===== config.mk =====
export PLATFORM = sky130hd
export DESIGN_NAME = alu_muldiv_flat
export DESIGN_NICKNAME = d
export VERILOG_FILES = /design/src/rtl/alu_muldiv_if.sv /design/src/rtl/alu_muldiv.sv /design/src/flat_wrapper.sv
export SDC_FILE = /design/constraint.sdc
export NUM_CORES = 1
export LEC_CHECK = 0
export ABC_CLOCK_PERIOD_IN_PS = 8400
export BUFFER_PORTS_ARGS = -buffer_cell sky130_fd_sc_hd__clkbuf_2
export CORE_ASPECT_RATIO = 1.2
export CORE_MARGIN = 1.5
export CORE_UTILIZATION = 51
export CTS_CLUSTER_SIZE = 12
export DETAILED_ROUTE_END_ITERATION = 8
export PLACE_DENSITY_LB_ADDON = 0.12
export SLEW_MARGIN = 15
export SYNTH_ARGS = -nofsm -noshare
export SYNTH_HDL_FRONTEND = slang
export SYNTH_SLANG_ARGS = --single-unit
export TNS_END_PERCENT = 100

===== constraint.sdc =====
create_clock -name clk -period 8.4 [get_ports clk]
set_clock_uncertainty 0.05 [all_clocks]
set_input_delay 2.1 -clock clk [delete_from_list [all_inputs] [get_ports clk]]
set_output_delay 2.1 -clock clk [all_outputs]
set_load 0.1 [all_outputs]

===== src/rtl/alu_muldiv_if.sv =====
// Handshake and operand/result bundle between the datapath and the alu_muldiv execution unit.
interface alu_muldiv_if #(
    parameter int unsigned WIDTH = 32
);
    logic             Start;
    logic [3:0]       ALUS;
    logic [WIDTH-1:0] A;
    logic [WIDTH-1:0] B;
    logic [WIDTH-1:0] Result;
    logic             Zero;
    logic             Busy;
    logic             Done;
    logic [WIDTH-1:0] HI;
    logic [WIDTH-1:0] LO;

    modport master (
        output Start, ALUS, A, B,
        input  Result, Zero, Busy, Done, HI, LO
    );

    modport slave (
        input  Start, ALUS, A, B,
        output Result, Zero, Busy, Done, HI, LO
    );
endinterface


===== src/rtl/alu_muldiv.sv =====
// Execution-stage ALU: single-cycle logic/arith ops plus iterative signed MULT/DIV into HI/LO.
// Define ALU_DIV_EN to build the restoring divider; without it DIV is an undefined code.
module alu_muldiv #(
    parameter int unsigned WIDTH = 32
) (
    input logic          clk,
    input logic          rst_n,
    alu_muldiv_if.slave  bus
);
    localparam int unsigned CW = $clog2(WIDTH) + 1;
    localparam int unsigned PW = 2 * WIDTH;

    localparam logic [3:0] OP_AND  = 4'b0000;
    localparam logic [3:0] OP_OR   = 4'b0001;
    localparam logic [3:0] OP_ADD  = 4'b0010;
    localparam logic [3:0] OP_SUB  = 4'b0110;
    localparam logic [3:0] OP_SLT  = 4'b0111;
    localparam logic [3:0] OP_MULT = 4'b0101;
`ifdef ALU_DIV_EN
    localparam logic [3:0] OP_DIV  = 4'b1000;
`endif

    typedef enum logic [1:0] {IDLE, CALC, FIX, DONE} state_e;

    state_e           state_q, state_d;
    logic [CW-1:0]    cnt_q, cnt_d;
    logic [PW-1:0]    acc_q, acc_d;
    logic [WIDTH-1:0] opd_q, opd_d;
    logic             neg_q, neg_d;
    logic [WIDTH-1:0] result_q, result_d;
    logic             zero_q, zero_d;
    logic             busy_q, busy_d;
    logic             done_q, done_d;
    logic [WIDTH-1:0] hi_q, hi_d;
    logic [WIDTH-1:0] lo_q, lo_d;
`ifdef ALU_DIV_EN
    logic             is_div_q, is_div_d;
    logic             rneg_q, rneg_d;
    logic [WIDTH:0]   div_shift, div_trial;
    logic [PW-1:0]    div_next;
    logic [WIDTH-1:0] quo_fix, rem_fix;
`endif

    logic [WIDTH-1:0] abs_a, abs_b;
    logic [WIDTH:0]   mul_sum;
    logic [PW-1:0]    mul_next, prod_fix;

    assign abs_a = bus.A[WIDTH-1] ? -bus.A : bus.A;
    assign abs_b = bus.B[WIDTH-1] ? -bus.B : bus.B;

    // Shift-add step: acc holds {partial product, remaining multiplier bits}
    assign mul_sum  = {1'b0, acc_q[PW-1:WIDTH]} + {1'b0, (acc_q[0] ? opd_q : '0)};
    assign mul_next = {mul_sum, acc_q[WIDTH-1:1]};
    assign prod_fix = neg_q ? -acc_q : acc_q;

`ifdef ALU_DIV_EN
    // Restoring step: acc holds {partial remainder, dividend bits shifting into quotient}
    assign div_shift = {acc_q[PW-1:WIDTH], acc_q[WIDTH-1]};
    assign div_trial = div_shift - {1'b0, opd_q};
    assign div_next  = div_trial[WIDTH]
                     ? {div_shift[WIDTH-1:0], acc_q[WIDTH-2:0], 1'b0}
                     : {div_trial[WIDTH-1:0], acc_q[WIDTH-2:0], 1'b1};
    assign quo_fix   = neg_q  ? -acc_q[WIDTH-1:0]  : acc_q[WIDTH-1:0];
    assign rem_fix   = rneg_q ? -acc_q[PW-1:WIDTH] : acc_q[PW-1:WIDTH];
`endif

    always_comb begin
        state_d  = state_q;
        cnt_d    = cnt_q;
        acc_d    = acc_q;
        opd_d    = opd_q;
        neg_d    = neg_q;
        result_d = result_q;
        hi_d     = hi_q;
        lo_d     = lo_q;
        done_d   = 1'b0;
`ifdef ALU_DIV_EN
        is_div_d = is_div_q;
        rneg_d   = rneg_q;
`endif

        case (state_q)
            // DONE behaves like IDLE so a new Start is accepted in the Done cycle
            IDLE, DONE: begin
                state_d = IDLE;
                if (bus.Start) begin
                    done_d = 1'b1;
                    case (bus.ALUS)
                        OP_AND:  result_d = bus.A & bus.B;
                        OP_OR:   result_d = bus.A | bus.B;
                        OP_ADD:  result_d = bus.A + bus.B;
                        OP_SUB:  result_d = bus.A - bus.B;
                        OP_SLT:  result_d = WIDTH'($signed(bus.A) < $signed(bus.B));
                        OP_MULT: begin
                            done_d   = 1'b0;
                            acc_d    = {{WIDTH{1'b0}}, abs_a};
                            opd_d    = abs_b;
                            neg_d    = bus.A[WIDTH-1] ^ bus.B[WIDTH-1];
                            cnt_d    = CW'(WIDTH);
                            state_d  = CALC;
`ifdef ALU_DIV_EN
                            is_div_d = 1'b0;
`endif
                        end
`ifdef ALU_DIV_EN
                        OP_DIV: begin
                            if (bus.B == '0) begin
                                lo_d     = '1;
                                hi_d     = bus.A;
                                result_d = '1;
                            end else begin
                                done_d   = 1'b0;
                                acc_d    = {{WIDTH{1'b0}}, abs_a};
                                opd_d    = abs_b;
                                neg_d    = bus.A[WIDTH-1] ^ bus.B[WIDTH-1];
                                rneg_d   = bus.A[WIDTH-1];
                                is_div_d = 1'b1;
                                cnt_d    = CW'(WIDTH);
                                state_d  = CALC;
                            end
                        end
`endif
                        default: result_d = '0;
                    endcase
                end
            end
            CALC: begin
                cnt_d = cnt_q - CW'(1);
`ifdef ALU_DIV_EN
                acc_d = is_div_q ? div_next : mul_next;
`else
                acc_d = mul_next;
`endif
                if (cnt_q == CW'(1)) state_d = FIX;
            end
            FIX: begin
`ifdef ALU_DIV_EN
                if (is_div_q) begin
                    hi_d = rem_fix;
                    lo_d = quo_fix;
                end else begin
                    hi_d = prod_fix[PW-1:WIDTH];
                    lo_d = prod_fix[WIDTH-1:0];
                end
`else
                hi_d = prod_fix[PW-1:WIDTH];
                lo_d = prod_fix[WIDTH-1:0];
`endif
                result_d = lo_d;
                done_d   = 1'b1;
                state_d  = DONE;
            end
            default: state_d = IDLE;
        endcase

        busy_d = (state_d == CALC) || (state_d == FIX);
        zero_d = (result_d == '0);
    end

    always_ff @(posedge clk) begin
        if (!rst_n) begin
            state_q  <= IDLE;
            cnt_q    <= '0;
            acc_q    <= '0;
            opd_q    <= '0;
            neg_q    <= 1'b0;
            result_q <= '0;
            zero_q   <= 1'b1;
            busy_q   <= 1'b0;
            done_q   <= 1'b0;
            hi_q     <= '0;
            lo_q     <= '0;
`ifdef ALU_DIV_EN
            is_div_q <= 1'b0;
            rneg_q   <= 1'b0;
`endif
        end else begin
            state_q  <= state_d;
            cnt_q    <= cnt_d;
            acc_q    <= acc_d;
            opd_q    <= opd_d;
            neg_q    <= neg_d;
            result_q <= result_d;
            zero_q   <= zero_d;
            busy_q   <= busy_d;
            done_q   <= done_d;
            hi_q     <= hi_d;
            lo_q     <= lo_d;
`ifdef ALU_DIV_EN
            is_div_q <= is_div_d;
            rneg_q   <= rneg_d;
`endif
        end
    end

    assign bus.Result = result_q;
    assign bus.Zero   = zero_q;
    assign bus.Busy   = busy_q;
    assign bus.Done   = done_q;
    assign bus.HI     = hi_q;
    assign bus.LO     = lo_q;
endmodule

===== src/flat_wrapper.sv =====
// flat-port wrapper written by rule: the top's interface ports become plain ports
module alu_muldiv_flat 
#(
    parameter int unsigned WIDTH = 32
)
  (clk, rst_n, bus_Start, bus_ALUS, bus_A, bus_B, bus_Result, bus_Zero, bus_Busy, bus_Done, bus_HI, bus_LO);
  alu_muldiv_if #(.WIDTH(WIDTH)) bus_i ();
  input logic clk;
  input logic rst_n;
  input wire logic [$bits(bus_i.Start)-1:0] bus_Start;
  input wire logic [$bits(bus_i.ALUS)-1:0] bus_ALUS;
  input wire logic [$bits(bus_i.A)-1:0] bus_A;
  input wire logic [$bits(bus_i.B)-1:0] bus_B;
  output wire logic [$bits(bus_i.Result)-1:0] bus_Result;
  output wire logic [$bits(bus_i.Zero)-1:0] bus_Zero;
  output wire logic [$bits(bus_i.Busy)-1:0] bus_Busy;
  output wire logic [$bits(bus_i.Done)-1:0] bus_Done;
  output wire logic [$bits(bus_i.HI)-1:0] bus_HI;
  output wire logic [$bits(bus_i.LO)-1:0] bus_LO;
  assign bus_i.Start = bus_Start;
  assign bus_i.ALUS = bus_ALUS;
  assign bus_i.A = bus_A;
  assign bus_i.B = bus_B;
  assign bus_Result = bus_i.Result;
  assign bus_Zero = bus_i.Zero;
  assign bus_Busy = bus_i.Busy;
  assign bus_Done = bus_i.Done;
  assign bus_HI = bus_i.HI;
  assign bus_LO = bus_i.LO;
  alu_muldiv #(.WIDTH(WIDTH)) u_core (.clk(clk), .rst_n(rst_n), .bus(bus_i));
endmodule

# == After elaboration in Yosys (flattened, before gate mapping) ==
# Index checks and enable logic that the tools add are counted.
# totals
ff_bits,204
# op_classes
addsub,7
magnitude_cmp,1
n_eq_ne,13
mux,20
n_bitwise,3
reduce_logical,8
# op_table
op,n
64-bit 2-to-1 mux,3
32-bit case mux with 6 select lines,1
32-bit 2-to-1 mux,4
64-bit case mux with 2 select lines,1
32-bit negator,2
64-bit negator,1
32-bit case mux with 2 select lines,1
32-bit by 32-bit adder with 33-bit output,1
32-bit adder,1
32-bit bitwise AND,1
32-bit logical NOT,1
32-bit < comparator,1
32-bit OR,1
32-bit subtractor,1
4-bit by 3-bit == test with 1-bit output (second input constant),3
6-bit 2-to-1 mux,2
6-bit case mux with 2 select lines,1
2-bit == test (second input constant),3
6-bit by 1-bit == test with 1-bit output (second input constant),1
2-bit case mux with 3 select lines,1
3-bit AND reduction,2
6-bit by 1-bit subtractor with 6-bit output (second input constant),1
2-bit by 1-bit == test with 1-bit output (second input constant),2
4-bit by 1-bit == test with 1-bit output (second input constant),1
11 further kinds,15

# == Depth between registers and ports, before layout ==
# Gate-level depths: netlist of run 1.
# logic_depth
word_depth,6
mapped_depth,16
ltp_nobuf,14

# == Worst setup path before layout of run 1 ==
# OpenSTA, ideal clock, no wires.
# synth_timing
path_type,input to register
start,input bus_B[7]
end,"register u_core.zero_q, in the netlist u_core.bus.Zero"
setup_ns,0.060
arrival_time_ns,5.278
path_slack_ns,3.011
stages,14
n_path_buf,1
cell_sequence,inv_1 > ha_1 > clkbuf_1 > nor3_1 > nand3_1 > nor4_1 > o31ai_2 > a211o_1 > o31ai_1 > xnor2_1 > o21ai_0 > a211o_1 > a2111oi_0 > a41o_1
# synth_via
elab_chain_len,5
word_cells_on_any_way,9
cone_classes,add/sub: 2; order compare: 1; mux: 3; bitwise: 2; reduce/logical: 1
# synth_rtl
item,line,text
from (decl),flat_wrapper.sv:13,input wire logic [$bits(bus_i.B)-1:0] bus_B;
"32-bit subtractor, or another cell as far along",alu_muldiv.sv:92,OP_SUB: result_d = bus.A - bus.B;
32-bit case mux with 6 select lines *,alu_muldiv.sv:88,case (bus.ALUS)
32-bit 2-to-1 mux *,alu_muldiv.sv:86,if (bus.Start) begin
32-bit case mux with 2 select lines *,alu_muldiv.sv:82,case (state_q)
32-bit logical NOT *,alu_muldiv.sv:157,zero_d = (result_d == '0);
to (signal assigned),alu_muldiv.sv:184,zero_q <= zero_d;
to (decl),alu_muldiv.sv:31,"logic zero_q, zero_d;"
# Every way passes the cells marked *; elsewhere a longest branch is shown, timed or not.
# A chain may end at the register's enable or synchronous reset.

# == Worst setup path after layout of run 1 ==
# layout_timing
start,input bus_B[9]
end,"register u_core.zero_q, in the netlist u_core.bus.Zero"
# The elaborated chain is that of the path after synthesis.

==> results of run 1 <==
==> cell families (layout without fill, tap and decap cells) <==
logic type	count (synthesis)	count (layout)	synth area share, %
other cells	0	1	0
mux	27	27	1.57
compound gates	740	740	29.6
xor+xnor	168	168	8.45
flops	204	204	23.4
buf+inv	261	341	5.66
fa+ha+maj	144	144	10.5
simple gates	751	751	20.8
==> state kept, by name, indices dropped and copies added (netlist names) <==
name and cells:
u_core.opd_q 32, u_core.bus.Zero 1, u_core.bus.HI 32, u_core.cnt_q 6
u_core.state_q 2, u_core.acc_q 64, u_core.bus.Result 32, u_core.bus.LO 32
u_core.bus.Busy 1, u_core.neg_q 1, u_core.bus.Done 1
==> cell usage in the layout, fill, tap and decap left out, types with 8 or more instances in the layout <==
cell | Yosys | final
xor2_1 | 66 | 66
ha_1 | 141 | 139
a21o_1 | 30 | 30
a31oi_1 | 16 | 16
a221oi_1 | 19 | 19
o41ai_1 | 24 | 24
nor3_1 | 39 | 38
o21bai_1 | 16 | 16
nor4_1 | 20 | 19
and3_1 | 11 | 11
o21ai_0 | 120 | 119
a221o_1 | 14 | 14
a211oi_1 | 99 | 99
o211ai_1 | 12 | 12
nand2_1 | 148 | 148
a211o_1 | 9 | 9
a21oi_1 | 153 | 152
dfxtp_1 | 204 | 203
or2_2 | 14 | 14
o22a_1 | 30 | 30
nor2_1 | 280 | 279
nand3_1 | 46 | 46
mux2i_1 | 24 | 24
buf_4 | 0 | 23
inv_1 | 111 | 110
o31ai_1 | 44 | 44
nand2b_1 | 31 | 31
nand4_1 | 21 | 21
and2_1 | 47 | 46
or3_1 | 31 | 31
a22oi_1 | 27 | 27
o221ai_1 | 12 | 12
a32o_1 | 8 | 8
nor2b_1 | 15 | 15
or4_1 | 20 | 20
o21a_1 | 18 | 18
clkbuf_16 | 0 | 23
xnor2_1 | 102 | 102
clkbuf_2 | 0 | 169
a2111oi_0 | 9 | 8
==> final timing paths <==
| path | slack, ns | to | cells past startpoint |
|---|---|---|---|
| worst min register to register | 0.41 | u_core.opd_q[0]$_SDFFE_PN0P_ | 2 |
| worst max register to register | 3.62 | u_core.bus.Zero$_SDFF_PN1_ | 14 |
| worst max-delay path | 1.52 | u_core.bus.Zero$_SDFF_PN1_ | 14 |
| worst min-delay path | 0.41 | u_core.opd_q[0]$_SDFFE_PN0P_ | 2 |
==> per-layer routing <==
metal / global-route usage [%] / part of all wire (%)
met5: 0 / 0
met1: 49.0 / 42
met3: 4.98 / 7.9
met4: 14.5 / 4.0
met2: 61.9 / 46
==> worst max-delay path: stages <==
cell	delay, ns
clkbuf_2	0.15
inv_1	0.10
ha_1	0.46
nor3_1	0.41
nand3_1	0.19
nor4_1	0.74
o31ai_2	0.24
a2111oi_1	1.00
o31ai_1	0.23
nor4_1	0.56
nand4_1	0.19
nor4_1	0.51
and4_1	0.28
a41o_1	0.15
==> metrics by stage <==
step	instances	hold slack, ns	setup WS (ns)	util (%)
after floorplan	2295	0.377	3.01	-
after global placement	2788	0.391	0.773	55.4
after detailed placement	2788	0.396	1.11	55.4
after CTS	2825	0.409	1.64	57.5
after global routing	2825	0.423	1.37	57.5
final	2826	0.411	1.52	57.5
==> layout make-up <==
cell class,count,area [sq um],share of cell area [%]
clock buffer,28,604,3.14
antenna,1,2.50,0.0130
timing repair buffer,192,1020,5.30
multi-input combinational,1830,12400,64.6
inverter,112,425,2.21
clock inverter,9,103,0.533
tap,450,563,2.93
sequential,204,4090,21.2
==> where the power goes <==
part / switching, W / internal, W
Clock: 0.000412 / 0.000570
Combinational: 0.000468 / 0.000210
Sequential: 0.0000184 / 0.000982
==> summary.txt, run 1 <==
Synth
  • Register bit total from synthesis: 204
  • Top_reg_cell synth: dfxtp_1
  • Cell variety after synth: 86
  • Top-count cell post-synth: nor2_1
  • Top cells by area, synth: dfxtp_1 23%, ha_1 10%, nor2_1 6.0%
  • Syn Inst Count: 2295
  • Synth top cells by count: 280 x nor2_1, 204 x dfxtp_1, 153 x a21oi_1
  • Mapped Nets: 2510
  • Sequential area share after synthesis: 23.4%
  • Yosys warning count: 0
  • Synth area leader: dfxtp_1
  • Post-synth ARST share: 0%
  • Synthesized cell area: 17400 sq um
  • Syn Area/Cell: 7.59 sq um
  • Number of enable flip-flop cells after synthesis: 0
  • Yosys top cell area share: 23.4%

Floorplan
  • Num rows: 73
  • Die W: 172 um
  • IO Pins: 170
  • Initial Utilization: 52.1%
  • Core Region: 33400 sq um
  • Die area: 35300 sq um
  • Die H: 205 um

Min path
  • HP Class: flop to flop
  • Hold path startpoint: u_core.opd_q[0]$_SDFFE_PN0P_

Pwr
  • Power density cells: 138 nW/um^2
  • Pleak: 7.94 nW
  • VDD IR max: 0.000137 V
  • Power Total: 0.00266 W

Clock network
  • H-tree lvl count: 1
  • TritonCTS Buffers: 23
  • CTS tree: built
  • Hold_buf cts: 0
  • Clock Sinks: 204
  • Clk slew on worst S/H paths: 0.06 ns
  • Setup Buffers After CTS: 0
  • Post_cts resized: 0
  • CTS root buf: clkbuf_16
  • Max Buffers Root-to-Sink: 3
  • Later-pin clock latency in the skew report: 0.54 ns

Final layout
  • Design area: 19200 sq um
  • Area growth syn-to-layout: 10.4%
  • Filler instances: 3211
  • Final nets: 2578
  • Layout cells sized above 1: 11.5%

Drt
  • Residual DRC: 0
  • WL/cell: 23.8 um
  • First DRT Iteration DRCs: 1993
  • Vias/cell: 6.44
  • Wirelength, routed: 67100 um
  • Vias: 18200
  • First drt pass iteration count: 6
  • Antenna-violating nets left: 0

Placement
  • Port Buffers: 169
  • DP Area: 18500 sq um
  • GP Congestion: 0.986
  • HPWL Detailed: 51700 um

Setup path
  • Crit Path Class: primary input to flop
  • Setup crit start kind: primary input
  • Critical Path Start: bus_B[9]
  • Arr. time, crit path: 7.31 ns
  • Crit end category: flop
  • Reg2reg start: u_core.state_q[1]$_SDFF_PN0_
  • Crit Path Max Fanout: 12
  • Req. time, crit path: 8.83 ns

STA
  • Slew headroom: 25.2%
  • Final Hold Viols: 0
  • Period utilization: 81.9%
  • Worst-Margin Slew: 1.12 ns
  • Final setup viols: 0
  • RSZ-0062 raised after global routing: false
  • Setup TNS: 0 ns
  • Minimum clock period: 6.88 ns
  • FMAX: 145 MHz
  • Max-slew violations: 0

Global routing
  • Vias in the first global route: 17100
  • Global-route wire length before repair: 100000 um
  • GR Overflow Total: 0
  • Antenna violations before repair: 0
  • GRT Util Overall: 37.4%
  • Largest net degree at the start of global routing: 108

Outcome
  • Outcome: finished, final reports clean

Flow run
  • Max-cap check violation count: 0
(Power assumes the default switching activity.)
==> run 2, diff against run 1 <==
- ABC_AREA: default -> 1
- ABC_CLOCK_PERIOD_IN_PS: 8400 -> 6400
- clock period: 8.4 -> 6.4 ns (I/O delays scaled with it)
==> run 2 against run 1 <==
Combinational power up 47%. Clock power up 33%. Hold slack better by 0.0072 ns. Sequential cell count unchanged. Non-clock buffer count up 1. Global-route usage up 4.7 points.
==> summary.txt, run 2 <==
Setup path
  • Delay of the slowest cell on the worst path: 0.58 ns (-0.42 ns)
  • Crit Path Max Fanout: 25 (+13)
  • Crit end category: flop
  • Req. time, crit path: 6.83 ns (-2.00 ns)
  • Reg2Reg Setup Slack: 2.96 ns (-0.66 ns)
  • Crit path max-delay family: simple AND/OR/NAND/NOR gates
  • CP Cell Sequence: clkbuf_2 > inv_1 > ha_1 > nor2_1 > nand2_1 > o21ai_0 > a21oi_1 > nand2_1 > nand2_1 > nand3_1 > nand3_1 > nand2_1 > nand2_1 > nand2_1 > nand4_1 > nor2_1 > nand3_1 > nand2_1
  • Cell repeated most along the worst path: nand2_1
  • Crit Path Class: primary input to flop
  • Arr. time, crit path: 5.59 ns (-1.72 ns)
  • CP Buf/Inv Count: 2 (unchanged)
  • CP max stage cell: inv_1
  • Setup crit start kind: primary input

Floorplan
  • Die W: 184 um (+7.0%)
  • Die area: 40400 sq um (+15%)
  • Initial Utilization: 51.6% (-0.49 points)
  • Core Region: 38700 sq um (+16%)
  • IO Pins: 170 (unchanged)
  • Die H: 220 um (+7.1%)
  • Num rows: 79 (+8.2%)

Synth
  • Synthesized cell area: 20000 sq um (+15%)
  • Yosys top cell area share: 20.4% (-3.0 points)
  • Number of enable flip-flop cells after synthesis: 0 (unchanged)
  • Top-count cell post-synth: nand2_1
  • Cell variety after synth: 60 (-30%)
  • Mapped Nets: 3678 (+47%)
  • Syn Inst Count: 3463 (+51%)
  • Synth top cells by count: 987 x nand2_1, 537 x inv_1, 376 x nor2_1
  • Top cells by area, synth: dfxtp_1 20%, nand2_1 19%, inv_1 10%
  • Sequential area share after synthesis: 20.4% (-3.0 points)
  • Synth area leader: dfxtp_1
  • Register bit total from synthesis: 204 (unchanged)
  • Post-synth ARST share: 0% (unchanged)
  • Top_reg_cell synth: dfxtp_1
  • Syn Area/Cell: 5.78 sq um (-24%)
  • Yosys warning count: 0 (unchanged)

Clock network
  • CTS tree: built
  • H-tree lvl count: 1 (unchanged)
  • CTS root buf: clkbuf_16
  • Clock Sinks: 204 (unchanged)
  • Setup Buffers After CTS: 0 (unchanged)
  • Post_cts resized: 0 (unchanged)
  • Later-pin clock latency in the skew report: 0.54 ns (about the same)
  • Clk slew on worst S/H paths: 0.06 ns (about the same)
  • Hold_buf cts: 0 (unchanged)
  • Max Buffers Root-to-Sink: 3 (unchanged)
  • TritonCTS Buffers: 22 (-4.3%)

STA
  • Slew headroom: 31.0% (+5.8 points)
  • Final setup viols: 0 (unchanged)
  • Minimum clock period: 5.16 ns
  • Final Hold Viols: 0 (unchanged)
  • Period utilization: 80.7%
  • Worst-Margin Slew: 1.03 ns (-0.0926 ns)
  • FMAX: 194 MHz
  • RSZ-0062 raised after global routing: false
  • Setup TNS: 0 ns (unchanged)
  • Worst Hold Slack: 0.419 ns (+0.00721 ns)
  • Max-slew violations: 0 (unchanged)

Drt
  • Antenna-violating nets left: 0 (unchanged)
  • First DRT Iteration DRCs: 2474 (+24%)
  • DR top layer: met4
  • Met3 WL: 6620 um (+25%)
  • First drt pass iteration count: 9 (+3)
  • Vias/cell: 5.74 (-11%)
  • Vias: 23500 (+29%)
  • Wirelength, routed: 85700 um (+28%)
  • M1 wire length: 31800 um (+12%)
  • WL/cell: 21.0 um (-12%)
  • Residual DRC: 0 (unchanged)
  • Met2 wire len: 39400 um (+28%)

Global routing
  • GRT Util Overall: 42.1% (+4.7 points)
  • Antenna violations before repair: 2 (+2)
  • Largest net degree at the start of global routing: 80 (-26%)
  • Global-route wire length before repair: 130000 um (+29%)
  • GR Overflow Total: 0 (unchanged)
  • Vias in the first global route: 22400 (+31%)

Placement
  • HPWL Detailed: 68300 um (+32%)
  • GP Congestion: 1.07 (+8.4%)
  • Port Buffers: 169 (unchanged)

Final layout
  • Layout cells sized above 1: 10.2% (-1.3 points)
  • Area of the multi-input gates: 13200 sq um (+5.9%)
  • Area growth syn-to-layout: 8.97%
  • Filler instances: 4090 (+27%)
  • Reg area: 4090 sq um (unchanged)
  • Reg with most FFs: u_core.acc_q
  • Final nets: 3764 (+46%)
  • Number of flip-flops in the largest register: 64 (unchanged)
  • Commonest non-fill, non-tap cell in the layout: nand2_1
  • Commonest cells after routing, fill and taps aside: 987 x nand2_1, 536 x inv_1, 376 x nor2_1

Outcome
  • Outcome: finished, final reports clean

Pwr
  • Pleak: 11.8 nW (+48%)
  • VDD IR max: 0.000145 V (+6.0%)
  • Power density cells: 166 nW/um^2 (+20%)

Min path
  • HP Class: flop to flop

Flow run
  • Max-cap check violation count: 0 (unchanged)
==> run 2: kinds of logic after synthesis <==
family / Yosys count / share of synthesized area (%)
DFF: 204 / 20.4
adders and majority gates: 144 / 9.12
xor gates and xnor gates: 56 / 2.45
AOI/OAI and AO/OA: 586 / 16.6
and+or+nand+nor: 1770 / 37.7
buffers and inverters: 703 / 13.8
==> run 2: final timing paths <==
check,startpoint,to,cells past startpoint
hold / removal,u_core.bus.LO[25]$_SDFFE_PN0P_,u_core.bus.LO[25]$_SDFFE_PN0P_,2
setup reg to reg,u_core.acc_q[0]$_SDFFE_PN0P_,u_core.bus.Zero$_SDFF_PN1_,22
setup / recovery,bus_B[31],u_core.bus.Zero$_SDFF_PN1_,18
hold reg to reg,u_core.bus.LO[25]$_SDFFE_PN0P_,u_core.bus.LO[25]$_SDFFE_PN0P_,2
==> run 2: through the flow <==
stage	util (%)	cells	setup slack, ns	power (W)	cell area, sq um
after detailed placement	54.4	4051	0.890	0.00230	21100
after floorplan	-	3463	2.74	0.00199	20000
after global placement	54.4	4051	0.927	0.00229	21100
after global routing	56.2	4086	1.23	0.00375	21800
final	56.3	4087	1.24	0.00361	21800
after CTS	56.2	4085	1.44	0.00358	21800
==> run 2: power by group <==
part	switching (W)	internal, W
clock network	0.000544	0.000763
registers	0.0000198	0.00129
logic	0.000742	0.000255
==> run 2: worst reg2reg max path: cells and delay by family (launching register included) <==
kind            cells  cell delay [ns]
simple gates       15             1.39
compound gates      2             0.79
fa+ha+maj           1             0.20
buf+inv             4             0.53
flops               1             0.35
==> run 2: layout make-up <==
| class | instances | area share (%) |
|---|---|---|
| antenna | 2 | 0.0230 |
| clock buffer | 30 | 2.90 |
| clock inverter | 4 | 0.321 |
| inverter | 572 | 9.87 |
| multi-input combinational | 2556 | 60.4 |
| sequential | 204 | 18.7 |
| tap | 526 | 3.02 |
| timing repair buffer | 193 | 4.71 |
==> run 2: routing by layer <==
| layer | vias up | track usage, % |
|---|---|---|
| met5 | - | 0 |
| met4 | 0 | 32.9 |
| met3 | 336 | 4.83 |
| met2 | 1217 | 71.2 |
| met1 | 10700 | 48.5 |
| li1 | 11200 | - |
